--- config.mk ---
export PLATFORM = sky130hd
export DESIGN_NAME = ibex_pext_mult
export DESIGN_NICKNAME = d
export VERILOG_FILES = /design/src/rtl/ibex_pkg_pext.sv /design/src/rtl/ibex_pext_lane_mul.sv /design/src/rtl/ibex_pext_mult.sv
export SDC_FILE = /design/constraint.sdc
export NUM_CORES = 1
export LEC_CHECK = 0
export ABC_AREA = 1
export BUFFER_PORTS_ARGS = -buffer_cell sky130_fd_sc_hd__clkbuf_2
export CAP_MARGIN = 20
export CORE_MARGIN = 4
export CORE_UTILIZATION = 55
export CTS_CLUSTER_DIAMETER = 30
export DETAILED_ROUTE_END_ITERATION = 16
export PLACE_DENSITY = 0.74
export REMOVE_ABC_BUFFERS = 1
export SETUP_SLACK_MARGIN = 0.02
export SLEW_MARGIN = 20
export SYNTH_ARGS = -nofsm -noshare
export SYNTH_HDL_FRONTEND = slang
export SYNTH_SLANG_ARGS = --single-unit
--- constraint.sdc ---
create_clock -name clk_i -period 11.7 [get_ports clk_i]
set_input_delay 2.34 -clock clk_i [delete_from_list [all_inputs] [get_ports clk_i]]
set_output_delay 2.34 -clock clk_i [all_outputs]
set_load 0.005 [all_outputs]
--- src/rtl/ibex_pkg_pext.sv ---
// Shared types and constants for the P-extension (Zpn) execute-stage units.
// Holds the decoder operator encoding, packed-multiply FSM states and operator decode helpers.
`timescale 1ns/1ps
package ibex_pkg_pext;

    typedef enum logic [3:0] {
        ZPN_SMUL16  = 4'd0,
        ZPN_SMULX16 = 4'd1,
        ZPN_UMUL16  = 4'd2,
        ZPN_UMULX16 = 4'd3,
        ZPN_SMUL8   = 4'd4,
        ZPN_SMULX8  = 4'd5,
        ZPN_UMUL8   = 4'd6,
        ZPN_UMULX8  = 4'd7,
        ZPN_KHM16   = 4'd8,
        ZPN_KHMX16  = 4'd9,
        ZPN_KHM8    = 4'd10,
        ZPN_KHMX8   = 4'd11,
        ZPN_ADD16   = 4'd12,
        ZPN_SUB16   = 4'd13,
        ZPN_ADD8    = 4'd14,
        ZPN_SUB8    = 4'd15
    } zpn_op_e;

    typedef enum logic [1:0] {
        IDLE = 2'd0,
        BUSY = 2'd1,
        DONE = 2'd2
    } pext_mult_state_e;

    localparam int unsigned PEXT_LANES16 = 2;
    localparam int unsigned PEXT_LANES8  = 4;

    typedef struct packed {
        logic lane16;
        logic is_signed;
        logic swap;
        logic khm;
    } pext_op_info_t;

    function automatic logic op_supported(zpn_op_e op);
        logic ok;
        unique case (op)
            ZPN_SMUL16, ZPN_SMULX16, ZPN_UMUL16, ZPN_UMULX16,
            ZPN_SMUL8,  ZPN_SMULX8,  ZPN_UMUL8,  ZPN_UMULX8,
            ZPN_KHM16,  ZPN_KHMX16,  ZPN_KHM8,   ZPN_KHMX8: ok = 1'b1;
            default:                                       ok = 1'b0;
        endcase
        return ok;
    endfunction

    // Only the plain multiplies produce a register-pair result.
    function automatic logic op_wide(zpn_op_e op);
        logic w;
        unique case (op)
            ZPN_SMUL16, ZPN_SMULX16, ZPN_UMUL16, ZPN_UMULX16,
            ZPN_SMUL8,  ZPN_SMULX8,  ZPN_UMUL8,  ZPN_UMULX8: w = 1'b1;
            default:                                       w = 1'b0;
        endcase
        return w;
    endfunction

    function automatic pext_op_info_t decode_op(zpn_op_e op);
        pext_op_info_t info;
        info = '0;
        unique case (op)
            ZPN_SMUL16:  begin info.lane16 = 1'b1; info.is_signed = 1'b1; end
            ZPN_SMULX16: begin info.lane16 = 1'b1; info.is_signed = 1'b1; info.swap = 1'b1; end
            ZPN_UMUL16:  begin info.lane16 = 1'b1; end
            ZPN_UMULX16: begin info.lane16 = 1'b1; info.swap = 1'b1; end
            ZPN_SMUL8:   begin info.is_signed = 1'b1; end
            ZPN_SMULX8:  begin info.is_signed = 1'b1; info.swap = 1'b1; end
            ZPN_UMUL8:   begin info.lane16 = 1'b0; end
            ZPN_UMULX8:  begin info.swap = 1'b1; end
            ZPN_KHM16:   begin info.lane16 = 1'b1; info.is_signed = 1'b1; info.khm = 1'b1; end
            ZPN_KHMX16:  begin info.lane16 = 1'b1; info.is_signed = 1'b1; info.khm = 1'b1; info.swap = 1'b1; end
            ZPN_KHM8:    begin info.is_signed = 1'b1; info.khm = 1'b1; end
            ZPN_KHMX8:   begin info.is_signed = 1'b1; info.khm = 1'b1; info.swap = 1'b1; end
            default:     info = '0;
        endcase
        return info;
    endfunction

endpackage

--- src/rtl/ibex_pext_lane_mul.sv ---
// Shared 17x17 signed lane multiplier with optional Q15/Q7 shift and saturation.
`timescale 1ns/1ps
module ibex_pext_lane_mul (
    input  logic signed [16:0] a_i,
    input  logic signed [16:0] b_i,
    input  logic               mode16_i,
    input  logic               shift_i,
    output logic        [31:0] prod_o,
    output logic               ov_o
);

    logic signed [33:0] full;
    logic signed [33:0] shifted;

    assign full    = a_i * b_i;
    assign shifted = mode16_i ? (full >>> 15) : (full >>> 7);

    // Q-format results can only overflow upward (the -1.0 * -1.0 case).
    always_comb begin
        prod_o = full[31:0];
        ov_o   = 1'b0;
        if (shift_i) begin
            if (mode16_i && (shifted > 34'sd32767)) begin
                prod_o = 32'h0000_7FFF;
                ov_o   = 1'b1;
            end else if (!mode16_i && (shifted > 34'sd127)) begin
                prod_o = 32'h0000_007F;
                ov_o   = 1'b1;
            end else begin
                prod_o = shifted[31:0];
            end
        end
    end

endmodule

--- src/rtl/ibex_pext_mult.sv ---
// Iterative Zpn packed multiply: one SIMD lane per cycle through a single shared multiplier.
`timescale 1ns/1ps
module ibex_pext_mult
    import ibex_pkg_pext::*;
(
    input  logic        clk_i,
    input  logic        rst_ni,
    input  logic        valid_i,
    output logic        ready_o,
    input  zpn_op_e     operator_i,
    input  logic [31:0] operand_a_i,
    input  logic [31:0] operand_b_i,
    input  logic        flush_i,
    output logic        valid_o,
    input  logic        ready_i,
    output logic [63:0] result_o,
    output logic        wide_o,
    output logic        set_ov_o
);

    pext_mult_state_e state_q;
    zpn_op_e          op_q;
    pext_op_info_t    info_q;
    logic [1:0]       cnt_q;
    logic [31:0]      a_q, b_q;
    logic [63:0]      result_q, lane_result;
    logic             ov_q, wide_q;

    logic [1:0]         b_idx;
    logic [15:0]        a_h, b_h;
    logic [7:0]         a_b, b_b;
    logic signed [16:0] a_lane, b_lane;
    logic [31:0]        lane_prod;
    logic               lane_ov, last_lane;

    assign info_q = decode_op(op_q);

    // X variants read b lanes in swapped pairs (1,0,3,2 for bytes; 1,0 for halves).
    assign b_idx = {cnt_q[1], cnt_q[0] ^ info_q.swap};
    assign a_h   = a_q[{cnt_q[0], 4'd0} +: 16];
    assign b_h   = b_q[{b_idx[0], 4'd0} +: 16];
    assign a_b   = a_q[{cnt_q, 3'd0} +: 8];
    assign b_b   = b_q[{b_idx, 3'd0} +: 8];

    assign a_lane = info_q.lane16 ? {info_q.is_signed & a_h[15], a_h}
                                  : {{9{info_q.is_signed & a_b[7]}}, a_b};
    assign b_lane = info_q.lane16 ? {info_q.is_signed & b_h[15], b_h}
                                  : {{9{info_q.is_signed & b_b[7]}}, b_b};

    ibex_pext_lane_mul u_lane_mul (
        .a_i      (a_lane),
        .b_i      (b_lane),
        .mode16_i (info_q.lane16),
        .shift_i  (info_q.khm),
        .prod_o   (lane_prod),
        .ov_o     (lane_ov)
    );

    assign last_lane = info_q.lane16 ? (cnt_q == 2'(PEXT_LANES16 - 1))
                                     : (cnt_q == 2'(PEXT_LANES8 - 1));

    // KHM lanes keep the element width; plain multiplies double it.
    always_comb begin
        lane_result = result_q;
        if (info_q.khm) begin
            if (info_q.lane16) lane_result[{1'b0, cnt_q[0], 4'd0} +: 16] = lane_prod[15:0];
            else               lane_result[{1'b0, cnt_q, 3'd0} +: 8]     = lane_prod[7:0];
        end else begin
            if (info_q.lane16) lane_result[{cnt_q[0], 5'd0} +: 32]       = lane_prod;
            else               lane_result[{cnt_q, 4'd0} +: 16]          = lane_prod[15:0];
        end
    end

    always_ff @(posedge clk_i or negedge rst_ni) begin
        if (!rst_ni) begin
            state_q  <= IDLE;
            op_q     <= ZPN_SMUL16;
            cnt_q    <= 2'd0;
            a_q      <= '0;
            b_q      <= '0;
            result_q <= '0;
            ov_q     <= 1'b0;
            wide_q   <= 1'b0;
        end else if (flush_i) begin
            state_q <= IDLE;
            cnt_q   <= 2'd0;
            ov_q    <= 1'b0;
        end else begin
            unique case (state_q)
                IDLE: begin
                    if (valid_i) begin
                        op_q     <= operator_i;
                        a_q      <= operand_a_i;
                        b_q      <= operand_b_i;
                        result_q <= '0;
                        ov_q     <= 1'b0;
                        cnt_q    <= 2'd0;
                        wide_q   <= op_wide(operator_i);
                        state_q  <= op_supported(operator_i) ? BUSY : DONE;
                    end
                end
                BUSY: begin
                    result_q <= lane_result;
                    ov_q     <= ov_q | lane_ov;
                    cnt_q    <= cnt_q + 2'd1;
                    if (last_lane) begin
                        cnt_q   <= 2'd0;
                        state_q <= DONE;
                    end
                end
                DONE: begin
                    if (ready_i) state_q <= IDLE;
                end
                default: state_q <= IDLE;
            endcase
        end
    end

    assign ready_o  = (state_q == IDLE);
    assign valid_o  = (state_q == DONE);
    assign result_o = result_q;
    assign wide_o   = wide_q;
    assign set_ov_o = valid_o & ov_q;

endmodule
# Word-level counts from Yosys, hierarchy flattened
# Memories as Yosys holds them, arrays and structs flattened.
# Index checks and enable logic that the tools add are counted.
[op_classes]
n_addsub = 5
mul = 1
order_cmp = 2
eq_ne = 18
shift = 12
muxes = 40
bitwise = 8
reduce_logical = 15
[ops]
columns = ["cell", "count"]
rows = [
  ["$bwmux W64", 4],
  ["$mux W64", 4],
  ["$pmux W64 S2", 1],
  ["$shift A16 B8 Y64 const A", 2],
  ["$shiftx A16 B8 Y64", 2],
  ["$mux W32", 3],
  ["$shift A32 B8 Y64 const A", 1],
  ["$shift A8 B8 Y64 const A", 1],
  ["$shiftx A32 B6 Y16", 2],
  ["$shiftx A32 B6 Y8", 2],
  ["$shiftx A32 B8 Y64", 1],
  ["$shiftx A8 B8 Y64", 1],
  ["$mul A17 B17 Y34", 1],
  ["$mux W17", 2],
  ["$gt A27 B16 Y1 const B", 1],
  ["$gt A27 B8 Y1 const B", 1],
  ["$mux W26", 1],
  ["$eq A4 B4 Y1 const B", 4],
  ["$mux W2", 8],
  ["$neg A5 Y8", 2],
  ["$neg A6 Y8", 2],
  ["$mux W1", 14],
  ["$eq A4 B3 Y1 const B", 3],
  ["$reduce_or A6 Y1", 2],
  ["25 further kinds", 36],
]
[word_totals]
reg_bits = 138
mem_bits_ro = 16
input_bits = 73
n_memories = 1
[memory_table]
columns = ["memory", "depth", "width", "read_ports", "rd_ports_with_merged_regs", "write_ports", "line_no", "text"]
rows = [
  ["(no name shown)", 16, 1, 1, 0, 0, "ibex_pkg_pext.sv:43", "unique case (op)"],
]

# Depth between registers and ports, before layout
# Gate-level depths: netlist of run 1.
[depth]
depth_word = 19
mapped_depth = 54
depth_no_buf = 53

# Hierarchy
# Synthesis of run 1 repeated with hierarchy kept, for this count alone.
[unflattened]
cells_unflattened = 3147
area_unflattened_um2 = 21570.7
[by_module_without_submodules]
columns = ["module", "n_inst", "cells_each", "area_per_inst_um2", "seq_area_each_um2"]
rows = [
  ["ibex_pext_lane_mul", 1, 2017, 13664.4, 0.0],
  ["ibex_pext_mult", 1, 1130, 7906.3, 3453.3],
]

# Worst setup path after synthesis of run 1
# No wires, ideal clock.
[synth_timing]
path_type = "register to register"
start = "register cnt_q[0]"
end = "register result_q[38], in the netlist result_o[38]"
setup_time_ns = 0.118
arrival_ns = 8.165
slack_ns = 3.417
path_stages_with_launch = 46
n_path_buf = 3
synth_period_minus_slack_ns = 8.283
cell_sequence = "dfrtp_1 -> buf_2 -> inv_1 -> or2_2 -> nand2_1 -> clkbuf_1 -> clkbuf_1 -> o21ai_0 -> nand2_1 -> nand3_1 -> nor2_1 -> inv_1 -> fa_1 -> inv_1 -> fa_1 -> inv_1 -> fa_1 -> fa_1 -> [10 not listed] -> and2_1 -> nand2_1 -> nand3_2 -> nand3_2 -> o21ai_2 -> nand2_1 -> nor2_2 -> inv_1 -> o21ai_2 -> nand2_1 -> nand3_4 -> nand2_4 -> inv_2 -> nor2_2 -> nand3_1 -> nand2_1 -> a21oi_1 -> nor2_1"
[synth_between]
elab_chain_len = 16
elab_cells_between_ends = 40
[synth_lines]
columns = ["element", "line_no", "text"]
rows = [
  ["start: declaration", "ibex_pext_mult.sv:24", "logic [1:0] cnt_q;"],
  ["start signal: assignment", "ibex_pext_mult.sv:105", "cnt_q <= cnt_q + 2'd1;"],
  ["$xor A1 B1 Y1", "ibex_pext_mult.sv:39", "assign b_idx = {cnt_q[1], cnt_q[0] ^ info_q.swap};"],
  ["$shiftx A32 B6 Y8 / $shiftx A32 B6 Y16 (equally long branches)", "ibex_pext_mult.sv:43, ibex_pext_mult.sv:41", ""],
  ["$and A1 B1 Y1 (on tied branches)", "ibex_pext_mult.sv:48, ibex_pext_mult.sv:47", ""],
  ["$mux W17", "ibex_pext_mult.sv:47", "assign b_lane = info_q.lane16 ? {info_q.is_signed & b_h[15], b_h}"],
  ["$mul A17 B17 Y34", "ibex_pext_lane_mul.sv:15", "assign full = a_i * b_i;"],
  ["$mux W26", "ibex_pext_lane_mul.sv:16", "assign shifted = mode16_i ? (full >>> 15) : (full >>> 7);"],
  ["$gt A27 B8 Y1", "ibex_pext_lane_mul.sv:26", "end else if (!mode16_i && (shifted > 34'sd127)) begin"],
  ["$logic_and A1 B1 Y1", "ibex_pext_lane_mul.sv:26", ""],
  ["$mux W32", "ibex_pext_lane_mul.sv:26", ""],
  ["$mux W32", "ibex_pext_lane_mul.sv:23", "if (mode16_i && (shifted > 34'sd32767)) begin"],
  ["$mux W32", "ibex_pext_lane_mul.sv:22", "if (shift_i) begin"],
  ["$shiftx A32 B8 Y64 (tied with other cells)", "ibex_pext_mult.sv:69", "if (info_q.lane16) lane_result[{cnt_q[0], 5'd0} +: 32] = lane_prod;"],
  ["$bwmux W64 (on tied branches)", "--", ""],
  ["$mux W64 (on tied branches)", "ibex_pext_mult.sv:69, ibex_pext_mult.sv:66", ""],
  ["$mux W64 (*)", "ibex_pext_mult.sv:65", "if (info_q.khm) begin"],
  ["$pmux W64 S2 (*)", "ibex_pext_mult.sv:89", "unique case (state_q)"],
  ["end signal: assignment", "ibex_pext_mult.sv:103", "result_q <= lane_result;"],
  ["end: declaration", "ibex_pext_mult.sv:26", "logic [63:0] result_q, lane_result;"],
]
# Every way passes the cells marked *; elsewhere a longest branch is shown, timed or not.
# A chain may end at the register's enable or synchronous reset.

# Worst setup path after layout of run 1
[layout_timing]
start = "register cnt_q[0]"
end = "register result_q[41], in the netlist result_o[41]"
# Same word-level chain as after synthesis.

==> flow_metrics.env, run 1 <==
export IMPL_outcome="finished clean"
export IMPL_synthMuxAreaShare=0
export IMPL_skew_ns=0.02016
export IMPL_drt_wl_total_um=67610
export IMPL_slew_headroom=0.3009
export IMPL_cts_setup_buffers=0
export IMPL_insertion_delay_ns=0.44
export IMPL_yosysWarningCount=0
export IMPL_n_antenna_cell=0
export IMPL_mostFrequentLayoutCell="nand2_1"
export IMPL_syn_area_um2=20490
export IMPL_synth_edf_count=0
export IMPL_dpl_hpwl_um=54680
export IMPL_ys_seq_elements=138
export IMPL_tightest_slew_ns=1.042
export IMPL_syn2layout_area_growth_pct=8.817
export IMPL_worst_slack_ns=1.121
export IMPL_routedWlPerCell_um=19.76
export IMPL_holdPathEnd="op_q[0]"
export IMPL_std_cell_rows=70
export IMPL_cp_start_kind="flip-flop"
export IMPL_worstPathRequired_ns=11.99
export IMPL_clock_sinks=138
export IMPL_gr_total_overflow=0
export IMPL_rsz0062_at_grt="no"
export IMPL_layout_common_cells="861 x nand2_1, 545 x inv_1, 297 x fa_1"
export IMPL_synth_seq_area_share=0.1685
export IMPL_reg2reg_from="cnt_q[0]"
export IMPL_critPathMostFrequentCell="inv_1"
export IMPL_cp_arrival_ns=10.87
export IMPL_path_clk_slew_ns=0.07
export IMPL_die_h_um=201.0
export IMPL_maxCapViolations=0
export IMPL_grt_pass1_vias=19690
export IMPL_dr_total_vias=19170
export IMPL_grt_antenna_before_repair=1
export IMPL_max_clock_freq_mhz=94.53
export IMPL_initial_core_util=0.5584
export IMPL_period_share=0.9042
export IMPL_clock_path_buffers=2
export IMPL_track_usage=0.3392
export IMPL_grt_max_degree=87
export IMPL_place_congestion=0.9954
export IMPL_post_place_ws_ns=0.9475
export IMPL_syn_avg_cell_area_um2=7.208
export IMPL_synth_top_flop_cell="dfrtp_1"
export IMPL_cts_tree="done"
export IMPL_setup_viol=0
export IMPL_fin_crit_ns=10.58
export IMPL_fin_setup_tns_ns=0
export IMPL_synth_distinct_cells=47
export IMPL_synth_area_leader_cell="fa_1"
export IMPL_fp_dieW_um=201.0
export IMPL_ys_top_cells_by_area="fa_1 29%, dfrtp_1 17%, nand2_1 16%, inv_1 10%, ha_1 5.4%"
export IMPL_yosys_area_share_simple=0.2896
export IMPL_synth_compound_area_frac=0.07425
export IMPL_finalHoldViolations=0
export IMPL_r2r_cells=42
export IMPL_slew_viol_final=0
export IMPL_ant_nets=0
export IMPL_rr_endpoint="result_o[41]"
export IMPL_vias_per_cell=5.605
export IMPL_ctsRootBufferMaster="clkbuf_16"
export IMPL_drive_above_1_share=0.1104
export IMPL_min_path_type="reg2reg"
export IMPL_synthCells=2843
export IMPL_synthAdderAreaFrac=0.3439
export IMPL_slowest_stage="fa_1"
export IMPL_first_pass_iters=6
export IMPL_crit_path_max_fanout=57
export IMPL_cp_end_kind="flip-flop"
export IMPL_yosys_area_share_xor_xnor=0.002137
export IMPL_synth_top_family_by_area="adder cells"
export IMPL_slowest_delay_ns=0.73
export IMPL_rrSetupSlack_ns=1.12
export IMPL_nets=3399
export IMPL_drt_iter0_markers=1713
export IMPL_cts_made_buffers=17
export IMPL_path_class="reg2reg"
export IMPL_synth_top_area_frac=0.2901
export IMPL_synthArstFlopShare=1.000
export IMPL_die_area_um2=40410
export IMPL_htreeDepth=4
export IMPL_num_io_pins=141
export IMPL_route_detailed_drc=0
export IMPL_min_path_cells=2
export IMPL_coreArea_um2=36700
export IMPL_place_port_buffers=140
export IMPL_grt_pass1_wl_um=108100
export IMPL_min_from="op_q[0]"
critical path, delay by kind of cell (launching register included):
| kind | cells | cell delay [ns] |
|---|---|---|
| compound gates | 5 | 1.02 |
| fa+ha+maj | 7 | 3.84 |
| buf+inv | 10 | 1.69 |
| flops | 1 | 0.32 |
| simple gates | 20 | 3.53 |
layout make-up:
| cell class | instances | area [um2] |
|---|---|---|
| timing repair buffer | 169 | 944.7 |
| fill | 3457 | 14400 |
| clock inverter | 14 | 183.9 |
| tap | 468 | 585.6 |
| clock buffer | 17 | 425.4 |
| inverter | 569 | 2145 |
| multi-input combinational | 2046 | 14560 |
| sequential | 138 | 3453 |
kinds of logic after synthesis:
family,after synthesis
compound gates,252
xor+xnor,5
flops,138
buf+inv,659
simple gates,1404
fa+ha+maj,385
registers in the layout (all words and copies together) (netlist names):
name	flops
a_q	32
result_o	64
wide_o	1
cnt_q	2
state_q	2
b_q	32
op_q	4
ov_q	1
cell usage after synthesis (4+ instances only):
library cell and instances:
nand2_1 862, inv_1 547, fa_1 297, nor2_1 251
dfrtp_1 138, nand3_1 127, o21ai_0 110, ha_1 88
clkbuf_1 69, nand4_1 41, a21oi_1 40, or2_2 38
o22ai_1 23, o21ai_1 20, nand2_2 18, nor2_2 17
clkinv_1 12, nor3_1 12, buf_2 11, buf_1 10
nand3_2 10, and2_1 9, inv_2 9, o211ai_1 9
a2bb2oi_1 7, nand2_4 6, nand3b_1 6, a21boi_1 5
a221oi_1 5, a31oi_1 5, o31ai_1 5, xor2_1 5
nor2_4 4, o221ai_1 4
metal layers:
| metal | track usage | share of wire |
|---|---|---|
| met1 | 0.4706 | 0.42 |
| met3 | 0.05525 | 0.085 |
| met4 | 0.1436 | 0.048 |
| met5 | 0 | 0.00044 |
| met2 | 0.5332 | 0.45 |
metrics by stage:
stage	instance area [um2]	instances	util	hold slack, ns
floorplan	20140	2753	-	0.4345
global placement	21640	3388	0.5898	0.4524
detailed placement	21650	3389	0.5900	0.4570
CTS	22260	3420	0.6066	0.4728
global route	22300	3421	0.6076	0.5028
finish	22300	3421	0.6076	0.4767
what timing repair did:
action                                  in CTS  in global routing
endpoints found under the setup margin       0                  8
resized for setup                            0                  3
hold buffers                                 0                  0
how the worst max path moves through the flow:
stage | slack, ns | cells past startpoint | startpoint | endpoint
CTS | 0.91 | 42 | cnt_q[0] | result_o[41]
global route | 0.31 | 47 | cnt_q[0] | result_o[41]
global placement | 1.04 | 44 | cnt_q[0] | result_o[41]
finish | 1.12 | 42 | cnt_q[0] | result_o[41]
floorplan | 1.87 | 45 | cnt_q[0] | result_o[29]
detailed placement | 0.95 | 42 | cnt_q[0] | result_o[41]
Power of run 1 is not shown: default switching activity piles up to over one toggle a cycle in this logic, so the estimate is an artifact.
==> inputs of run 2 (changes only) <==
--- a/config.mk
+++ b/config.mk
@@ -8,7 +8,7 @@
 export ABC_AREA = 1
 export BUFFER_PORTS_ARGS = -buffer_cell sky130_fd_sc_hd__clkbuf_2
 export CAP_MARGIN = 20
-export CORE_MARGIN = 4
+export CORE_MARGIN = 8
 export CORE_UTILIZATION = 55
 export CTS_CLUSTER_DIAMETER = 30
 export DETAILED_ROUTE_END_ITERATION = 16
==> flow_metrics.env, run 2 (synthesis results as in run 1) <==
export IMPL_period_share=0.9341
export IMPL_grt_max_degree=87
export IMPL_cts_resized=0
export IMPL_path_class="reg2reg"
export IMPL_cts_tree="done"
export IMPL_min_from="b_q[25]"
export IMPL_critPathTopFamily="simple AND/OR/NAND/NOR gates"
export IMPL_grt_pass1_wl_um=105900
export IMPL_ant_nets=0
export IMPL_place_port_buffers=140
export IMPL_grt_met1_usage=0.4043
export IMPL_die_h_um=209.0
export IMPL_rrSetupSlack_ns=0.77
export IMPL_fill_cells=3371
export IMPL_reg2reg_from="cnt_q[0]"
export IMPL_slowest_delay_ns=0.74
export IMPL_multi_input_area_um2=14560
export IMPL_cp_start_kind="flip-flop"
export IMPL_mostFrequentLayoutCell="nand2_1"
export IMPL_grt_pass1_vias=19530
export IMPL_drive_above_1_share=0.1103
export IMPL_drt_iter0_markers=1953
export IMPL_skew_ns=0.01192
export IMPL_n_antenna_cell=0
export IMPL_min_path_type="reg2reg"
export IMPL_place_congestion=0.9965
export IMPL_htreeDepth=4
export IMPL_nets=3401
export IMPL_die_area_um2=43690
export IMPL_std_cell_rows=70
export IMPL_path_clk_slew_ns=0.06
export IMPL_grt_antenna_before_repair=0
export IMPL_cp_arrival_ns=11.22
export IMPL_syn2layout_area_growth_pct=8.835
export IMPL_gr_total_overflow=0
export IMPL_largest_reg_flops=64
export IMPL_rsz0062_at_grt="no"
export IMPL_crit_path_max_fanout=57
export IMPL_maxCapViolations=0
export IMPL_tightest_slew_ns=1.047
export IMPL_use_met2=0.4847
export IMPL_layout_common_cells="862 x nand2_1, 546 x inv_1, 297 x fa_1"
export IMPL_slowest_stage="fa_1"
export IMPL_finalHoldViolations=0
export IMPL_use_met3=0.07079
export IMPL_max_clock_freq_mhz=91.50
export IMPL_drt_wl_total_um=66560
export IMPL_fin_setup_tns_ns=0
export IMPL_routedWlPerCell_um=19.44
export IMPL_critPathBufInv=10
export IMPL_outcome="finished clean"
export IMPL_insertion_delay_ns=0.43
export IMPL_cts_made_buffers=17
export IMPL_track_usage=0.3061
export IMPL_slew_headroom=0.2994
export IMPL_grt_busiest_layer="met2"
export IMPL_register_area_um2=3453
export IMPL_worstPathRequired_ns=11.99
export IMPL_fin_crit_ns=10.93
export IMPL_clock_sinks=138
export IMPL_post_place_ws_ns=1.094
export IMPL_fp_dieW_um=209.0
export IMPL_crit_start="cnt_q[0]"
export IMPL_initial_core_util=0.5584
export IMPL_num_io_pins=141
export IMPL_cp_end_kind="flip-flop"
export IMPL_worst_slack_ns=0.7709
export IMPL_coreArea_um2=36700
export IMPL_cts_setup_buffers=0
export IMPL_clock_path_buffers=2
export IMPL_dpl_hpwl_um=53660
export IMPL_ctsRootBufferMaster="clkbuf_16"
export IMPL_first_pass_iters=6
export IMPL_vias_per_cell=5.656
export IMPL_setup_viol=0
export IMPL_slew_viol_final=0
export IMPL_cts_hold_buf=0
export IMPL_dr_total_vias=19370
export IMPL_route_detailed_drc=0
-- run 2: cell count changes in the layout (fill, tap and decap cells not counted), sizes merged --
| cell | change |
|---|---|
| clkinv | +9 |
| inv | -5 |
| clkinvlp | -4 |
| clkbuf | +2 |
| buf | +1 |
-- run 2: final cells by class --
class                   count  share of cell area
multi-input cells        2046              0.6527
repair buffers            171             0.04292
clock buffers              18             0.01969
clock inverters            14            0.007630
well taps                 468             0.02626
inverters                 569             0.09599
flip-flops and latches    138              0.1548
-- run 2: path summary, 6_finish.rpt --
check,end,cells after the start
setup / recovery,result_o[46],44
hold / removal,b_q[25],2
setup reg to reg,result_o[46],44
hold reg to reg,b_q[25],2
max in group asynchronous,b_q[10],2
min in group asynchronous,result_o[59],1
-- run 2: layer usage --
metal / up-vias / part of all wire
met1: 9306 / 0.40
met5: - / 0
met2: 1089 / 0.45
met3: 179 / 0.10
met4: 0 / 0.040
li1: 8793 / -
-- run 2: through the flow --
step	hold WS, ns	std cells	instance area (um2)	utilization
finish	0.4775	3424	22300	0.6077
global route	0.4952	3424	22300	0.6077
CTS	0.4766	3422	22270	0.6069
detailed placement	0.4616	3390	21660	0.5902
global placement	0.4584	3390	21660	0.5902
floorplan	0.4345	2753	20140	-
-- run 2: tightest hold or removal path, delay by kind of cell, from the launching register on --
kind,cells,cell delay [ns]
flip-flops,1,0.34
AND/OR/NAND/NOR,2,0.10
Power of run 2 is left out for the same reason.
